$ cat config.mk
export PLATFORM = sky130hd
export DESIGN_NAME = vehicle_classifier
export DESIGN_NICKNAME = d
export VERILOG_FILES = /design/src/rtl/vehicle_pkg.sv /design/src/rtl/input_debouncer.sv /design/src/rtl/vehicle_classifier.sv
export SDC_FILE = /design/constraint.sdc
export NUM_CORES = 1
export LEC_CHECK = 0
export ABC_CLOCK_PERIOD_IN_PS = 2700
export BUFFER_PORTS_ARGS = -buffer_cell sky130_fd_sc_hd__buf_2
export CORE_MARGIN = 2
export CORE_UTILIZATION = 45
export DETAILED_ROUTE_END_ITERATION = 6
export SYNTH_ARGS = -nofsm -noshare
export SYNTH_HDL_FRONTEND = slang
export SYNTH_SLANG_ARGS = --single-unit
$ cat constraint.sdc
create_clock -name clk -period 2.7 [get_ports clk]
set_clock_uncertainty 0.2 [all_clocks]
set_input_delay 0.405 -clock clk [delete_from_list [all_inputs] [get_ports clk]]
set_output_delay 0.405 -clock clk [all_outputs]
set_load 0.005 [all_outputs]
$ cat src/rtl/vehicle_pkg.sv
// Shared definitions for the vehicle classifier front end: vehicle type
// codes (also used by the downstream pattern detector) and the classifier
// state encoding.
package vehicle_pkg;

  localparam logic VEH_BIKE = 1'b1;
  localparam logic VEH_CAR  = 1'b0;

  // Encoding 2'b11 is unused and falls back to IDLE in the classifier.
  typedef enum logic [1:0] {
    IDLE     = 2'b00,
    OCCUPIED = 2'b01,
    FAULT    = 2'b10
  } cls_state_t;

endpackage

$ cat src/rtl/input_debouncer.sv
// Two-flop synchroniser followed by a stable-sample debouncer. The filtered
// level only follows the synchronised input after it has disagreed with the
// current filtered level for DEBOUNCE_CYCLES consecutive cycles.
module input_debouncer #(
  parameter int DEBOUNCE_CYCLES = 4
) (
  input  logic clk,
  input  logic reset,
  input  logic raw_in,
  output logic filt_out
);

  localparam int SYNC_STAGES = 2;
  localparam int DBC_W = (DEBOUNCE_CYCLES > 2) ? $clog2(DEBOUNCE_CYCLES) : 1;
  localparam logic [DBC_W-1:0] DBC_LAST = DBC_W'(DEBOUNCE_CYCLES - 1);

  logic [SYNC_STAGES-1:0] sync_reg;
  logic                   sync_q;
  logic [DBC_W-1:0]       dbc_reg;
  logic                   filt_reg;

  // Synchroniser chain: stage 0 samples the asynchronous input, each later
  // stage re-times the previous one.
  always_ff @(posedge clk) begin
    if (reset) begin
      sync_reg[0] <= 1'b0;
    end else begin
      sync_reg[0] <= raw_in;
    end
  end

  genvar gi;
  generate
    for (gi = 1; gi < SYNC_STAGES; gi++) begin : g_sync
      // Re-time the previous synchroniser stage.
      always_ff @(posedge clk) begin
        if (reset) begin
          sync_reg[gi] <= 1'b0;
        end else begin
          sync_reg[gi] <= sync_reg[gi-1];
        end
      end
    end
  endgenerate

  assign sync_q = sync_reg[SYNC_STAGES-1];

  // Count consecutive disagreement cycles; flip the filtered level on the
  // last one, restart the count whenever input and filtered level agree.
  always_ff @(posedge clk) begin
    if (reset) begin
      dbc_reg  <= '0;
      filt_reg <= 1'b0;
    end else if (sync_q != filt_reg) begin
      if (dbc_reg == DBC_LAST) begin
        filt_reg <= sync_q;
        dbc_reg  <= '0;
      end else begin
        dbc_reg <= dbc_reg + 1'b1;
      end
    end else begin
      dbc_reg <= '0;
    end
  end

  assign filt_out = filt_reg;

endmodule

$ cat src/rtl/vehicle_classifier.sv
// Vehicle classifier: debounces the loop sensor, measures how long each
// vehicle occupies the loop and emits one registered valid pulse per
// vehicle tagged bike (short) or car (long). Short blips are dropped and a
// sensor held high for MAX_OCC cycles parks the block in FAULT until it
// drops again.
module vehicle_classifier
  import vehicle_pkg::*;
#(
  parameter int DEBOUNCE_CYCLES = 4,
  parameter int CNT_W           = 16,
  parameter int MIN_OCC         = 8,
  parameter int BIKE_MAX        = 100,
  parameter int MAX_OCC         = 60000
) (
  input  logic             clk,
  input  logic             reset,
  input  logic             sensor_in,
  output logic             valid_out,
  output logic             d_out,
  output logic [CNT_W-1:0] occ_len,
  output logic             busy,
  output logic             fault
);

  localparam logic [CNT_W-1:0] MIN_OCC_C  = CNT_W'(MIN_OCC);
  localparam logic [CNT_W-1:0] BIKE_MAX_C = CNT_W'(BIKE_MAX);
  localparam logic [CNT_W-1:0] MAX_OCC_C  = CNT_W'(MAX_OCC);

  logic             filt;
  cls_state_t       state_reg, state_next;
  logic [CNT_W-1:0] occ_reg, occ_next, occ_inc;
  logic             valid_reg, valid_next;
  logic             d_reg, d_next;
  logic [CNT_W-1:0] occ_len_reg, occ_len_next;
  logic             busy_reg, fault_reg;

  input_debouncer #(
    .DEBOUNCE_CYCLES(DEBOUNCE_CYCLES)
  ) u_debouncer (
    .clk     (clk),
    .reset   (reset),
    .raw_in  (sensor_in),
    .filt_out(filt)
  );

  // MAX_OCC is below 2^CNT_W, and FAULT is entered on reaching it, so this
  // increment can never wrap.
  assign occ_inc = occ_reg + 1'b1;

  // State, occupancy counter and registered outputs.
  always_ff @(posedge clk) begin
    if (reset) begin
      state_reg   <= IDLE;
      occ_reg     <= '0;
      valid_reg   <= 1'b0;
      d_reg       <= 1'b0;
      occ_len_reg <= '0;
      busy_reg    <= 1'b0;
      fault_reg   <= 1'b0;
    end else begin
      state_reg   <= state_next;
      occ_reg     <= occ_next;
      valid_reg   <= valid_next;
      d_reg       <= d_next;
      occ_len_reg <= occ_len_next;
      busy_reg    <= (state_next == OCCUPIED);
      fault_reg   <= (state_next == FAULT);
    end
  end

  // Next state and occupancy: count while occupied, trap in FAULT at the cap.
  always_comb begin
    state_next = state_reg;
    occ_next   = occ_reg;
    case (state_reg)
      IDLE: begin
        if (filt) begin
          state_next = OCCUPIED;
          occ_next   = CNT_W'(1);
        end else begin
          occ_next = '0;
        end
      end
      OCCUPIED: begin
        if (filt) begin
          occ_next = occ_inc;
          if (occ_inc == MAX_OCC_C) begin
            state_next = FAULT;
          end
        end else begin
          state_next = IDLE;
          occ_next   = '0;
        end
      end
      FAULT: begin
        if (!filt) begin
          state_next = IDLE;
          occ_next   = '0;
        end
      end
      default: begin
        state_next = IDLE;
        occ_next   = '0;
      end
    endcase
  end

  // Classification on the cycle that leaves OCCUPIED; d_out/occ_len hold
  // their last values between pulses.
  always_comb begin
    valid_next   = 1'b0;
    d_next       = d_reg;
    occ_len_next = occ_len_reg;
    if ((state_reg == OCCUPIED) && !filt && (occ_reg >= MIN_OCC_C)) begin
      valid_next   = 1'b1;
      d_next       = (occ_reg <= BIKE_MAX_C) ? VEH_BIKE : VEH_CAR;
      occ_len_next = occ_reg;
    end
  end

  assign valid_out = valid_reg;
  assign d_out     = d_reg;
  assign occ_len   = occ_len_reg;
  assign busy      = busy_reg;
  assign fault     = fault_reg;

endmodule

# Yosys cells after proc, flatten, opt, wreduce, memory -nomap -nowiden
# Cells that the tools add are included.
# classes
n_mux	11
reduce_logical	6
n_eq_ne	8
magnitude_cmp	2
n_addsub	2
n_bitwise	1
# op_table
op	n
case mux 16 bit (3 select lines)	1
two-way mux 16 bit	2
adder 16 x 1 -> 16 bit, second input constant	1
== test 16 bit, second input constant	1
greater-or-equal comparator 16 x 4 -> 1 bit, second input constant	1
<= comparator 16 x 7 -> 1 bit, second input constant	1
two-way mux 2 bit	4
== test 2 bit, second input constant	3
case mux 2 bit (3 select lines)	1
== test 2 x 1 -> 1 bit, second input constant	2
two-way mux 1 bit	3
OR reduction 3 bit	1
adder 2 x 1 -> 2 bit, second input constant	1
logical AND 1 bit	2
logical NOT 2 bit	1
!= test 2 bit, second input constant	1
AND reduction 2 bit	1
logical NOT 1 bit	1
!= test 1 bit	1
NOT 1 bit	1
# totals
out_inout_bits	20
in_bits	3
elab_cells	41
reg_bits	43

# Logic depth before layout (Yosys ltp)
# depth
depth_word	6
mapped_depth	8
ltp_nobuf	6

# By module
# Synthesis repeated with hierarchy kept, for this count alone.
# hier_totals
hier_cells	245
area_unflattened_um2	2001.9
# by_module_without_submodules
mod	n_inst	cells_each	seq_area_each_um2	area_each_um2
vehicle_classifier	1	232	760.7	1833.0
input_debouncer	1	13	100.1	168.9

# Worst setup path before layout
# Ideal clock, no wire load.
# synth_path
path_kind	register to register
from	register occ_reg[0]
to	register busy_reg, in the netlist busy
setup_slack_ns	0.696
t_required_ns	2.365
setup_ns	0.135
path_stages_with_launch	7
period_less_slack_ns	2.004
arrival_time_ns	1.670
path_buffers	0
cell_sequence	dfxtp_1 ha_1 nand4_1 nor4_2 xnor2_1 nor4b_2 a21oi_1
# synth_via
elab_chain_cells	6
# synth_rtl
element	line_no	source
start: declaration	vehicle_classifier.sv:31	logic [CNT_W-1:0] occ_reg, occ_next, occ_inc;
start signal: assignment	vehicle_classifier.sv:62	occ_reg <= occ_next;
adder 16 x 1 -> 16 bit	vehicle_classifier.sv:48	assign occ_inc = occ_reg + 1'b1;
== test 16 bit	vehicle_classifier.sv:87	if (occ_inc == MAX_OCC_C) begin
two-way mux 2 bit	vehicle_classifier.sv:87	
two-way mux 2 bit	vehicle_classifier.sv:85	if (filt) begin
case mux 2 bit (3 select lines)	vehicle_classifier.sv:75	case (state_reg)
== test 2 x 1 -> 1 bit	vehicle_classifier.sv:66	busy_reg <= (state_next == OCCUPIED);
end signal: assignment	vehicle_classifier.sv:66	
end: declaration	vehicle_classifier.sv:35	logic busy_reg, fault_reg;
# Every way passes these cells.
# A chain may end at the register's enable or synchronous reset.

# Worst setup path after layout
# layout_path
from	register occ_reg[9]
to	register occ_len_reg[3], in the netlist occ_len[3]
# layout_via
elab_chain_cells	2
# layout_rtl
element	line_no	source
greater-or-equal comparator 16 x 4 -> 1 bit	vehicle_classifier.sv:114	if ((state_reg == OCCUPIED) && !filt && (occ_reg >= MIN_OCC_C)) begin
logical AND 1 bit	vehicle_classifier.sv:114	
end signal: assignment	vehicle_classifier.sv:65	occ_len_reg <= occ_len_next;
end: declaration	vehicle_classifier.sv:34	logic [CNT_W-1:0] occ_len_reg, occ_len_next;
# Every way passes these cells.

==> metrics.txt <==
core area about 4400 µm²; hold path depth 2; family with the most delay on the worst path compound AO/OA/AOI/OAI gates; CTS root buf clkbuf_8; Finished Core Util about 50%; stages on the worst setup path 6; CP arrival 2.25 ns; Tightest Hold Check Type in -> reg; status finished, final reports clean; top post-synthesis cells by area dfxtp_1 (42%), mux2i_1 (8.3%), nor2_1 (6.8%); unrepaired setup endpoints after global routing no; slew margin rel. between 50% and 60%; # diodes 0; Vias approximately 1.6k; Avg Cell Area, Syn around 9 µm²; Tcrit/Tclk final 85.11%; worst skew pair latency 0.29 ns; Psw around 0.00022 W; Logic pwr share under 10%; Internal Power 0.0008186 W; FF-to-FF Start occ_reg[9]$_SDFFE_PP0P_; Num Clock Sinks 43; number of vias per cell 5.558; Power Density about 470 nW/µm²; Final Slew Violations 0; Finished Layout Cells slightly below 300; Num CTS Buffers 5; sw frac 21.25%; Initial Util a little under half; final setup vio count 0; Buffers & Inverters on Critical Path 1; cells after synthesis approximately 230; fmax approximately 440 MHz; post-DP HPWL 2883 µm; Hold Startpoint sensor_in; Max Cap Viol 0; share of synthesized flip-flops with an asynchronous set or reset 0%; port buffer count 22; CTS tree done; peak supply drop 0.3157 mV; PostCTS Resize Cnt 0; first-pass GRT wire length 7314 µm; Worst-path clk slew about 0.080 ns; largest area contributor in the netlist dfxtp_1; Critical Path RT between 2 and 3 ns; Post-synth EDFFs 0; P_leak around 0.79 nW; Crit Path Category reg -> reg; Critical Path, Cell by Cell nor4_1, nand3_1, o41a_1, buf_4, mux2i_1, nor2_1; critical path startpoint category flip-flop; slew of the pin with the lowest slew margin about 0.71 ns; crit path capture type flip-flop; Die Y 71.57 µm; ANT nets after route 0; htree depth 2; critical path fanouts, max 10; sequential power share roughly three fifths; CP max stage delay slightly below 0.6 ns; DRT iter0 DRCs between 50 and 60; most frequent cell after synthesis dfxtp_1; largest net degree at the start of global routing 42; R2R Setup Slk about 0.4 ns; Area growth syn-to-layout 7.795%; Reg area 860.8 µm²; CP max stage cell o41a_1; minimum clock period between 2 and 2.5 ns; WHS Endpoint u_debouncer.sync_reg[0]$_SDFF_PP0_; FILL cells 428; worst reg2reg path depth 6; post-CTS setup buffer count 0; final hold viol count 0; DRC 0; Mapped Area a little over 2000 µm²; Die Span X a little over 70 µm; die area between 5000 and 6000 µm²; fin nets 247; # rows 24; top cell type's share of synthesized area between 40% and 50%; gr usage total 18.19%; Seq cells post-synth 43; TNS Setup 0 ns; clock power share approximately 38%; main flop type after synthesis dfxtp_1; sequential share of the synthesized area around two fifths; area of the multi-input gates roughly 1000 µm²; clock tree buffer depth 2; layout cells sized above 1 18.18%; dpl cells ~290; Hold WS approximately 0.11 ns; vias in the first global route 1510; synth warn 0; num ports 23; WL final approximately 4300 µm; total gr overflow 0; gp weighted congestion 0.8596; cts hold-fix bufs 0; RR Endpoint occ_len[3]$_SDFFE_PP0P_; initial antenna violation count 0; Wirelength per Cell about 15 µm; library cells used by synthesis 46; Post-synth top cells dfxtp_1 (43), nor2_1 (37), mux2i_1 (17); Post-Syn Nets 234; DRT Pass-1 Iters 4
## logic make-up after synthesis
family | Yosys count | synth area share [%]
and+or+nand+nor | 88 | 23.33
AOI/OAI and AO/OA | 44 | 13.89
DFF | 43 | 41.90
buffers and inverters | 25 | 7.247
muxes | 18 | 8.830
xor gates and xnor gates | 7 | 2.984
adders and majority gates | 3 | 1.827
## power by group through the flow
stage               clock [W]  combinational, W  sequential [W]
finish               0.000391         0.0000125        0.000636
global route         0.000427         0.0000143        0.000636
CTS                  0.000406         0.0000129        0.000636
detailed placement          0         0.0000130        0.000651
global placement            0         0.0000128        0.000651
floorplan                   0        0.00000940        0.000651
## worst max-delay path by stage
| stage | start | to | slack (ns) |
|---|---|---|---|
| floorplan | occ_reg[0]$_SDFFE_PP0P_ | busy$_SDFF_PP0_ | 0.70 |
| global placement | occ_reg[9]$_SDFFE_PP0P_ | occ_len[13]$_SDFFE_PP0P_ | 0.44 |
| detailed placement | occ_reg[9]$_SDFFE_PP0P_ | occ_len[13]$_SDFFE_PP0P_ | 0.41 |
| CTS | occ_reg[9]$_SDFFE_PP0P_ | occ_len[13]$_SDFFE_PP0P_ | 0.39 |
| global route | occ_reg[9]$_SDFFE_PP0P_ | occ_len[15]$_SDFFE_PP0P_ | 0.22 |
| finish | occ_reg[9]$_SDFFE_PP0P_ | occ_len[3]$_SDFFE_PP0P_ | 0.40 |
## cell type report
type / instances / area share, %
Sequential cell: 43 / 38.87
Tap cell: 52 / 2.938
Clock buffer: 6 / 3.277
Timing Repair Buffer: 26 / 6.328
Multi-Input combinational cell: 160 / 47.18
Inverter: 5 / 0.8475
Clock inverter: 2 / 0.5650
## layout by cell type (no fill, tap or decap), types with 4 or more instances in the layout
cell type | synthesis | final
dfxtp_1 | 43 | 43
buf_2 | 7 | 22
mux2i_1 | 17 | 17
clkbuf_8 | 0 | 5
nand2_1 | 8 | 8
o21ai_0 | 11 | 11
nand4_1 | 6 | 6
xnor2_1 | 6 | 6
buf_4 | 0 | 4
a31oi_1 | 4 | 4
a311oi_1 | 4 | 4
nor2_1 | 37 | 37
a21oi_1 | 12 | 12
nor3_1 | 6 | 6
inv_1 | 5 | 5
## worst reg2reg max path: cells and delay by family (launching register included)
family	cells	cell delay (ns)
simple gates	3	0.51
compound gates	1	0.59
buf+inv	1	0.29
mux	1	0.16
flops	1	0.41
## per-layer routing
layer  routed length [µm]  track usage (%)  vias up
met5                    0                0        -
met2                 1955            28.09       23
li1                     -                -      835
met3                  128            4.360        4
met4                   48            6.918        0
met1                 2183            24.76      772
## stage by stage
stage,setup WS (ns),area [µm²],total power (W)
5_1_grt,0.2167,2215,0.001078
6_report,0.4019,2215,0.001040
4_1_cts,0.3943,2215,0.001055
3_5_place_dp,0.4131,2130,0.0006641
3_3_place_gp,0.4438,2130,0.0006639
2_1_floorplan,0.6958,2054,0.0006603
No activity file was read; power rests on OpenSTA's default activity.
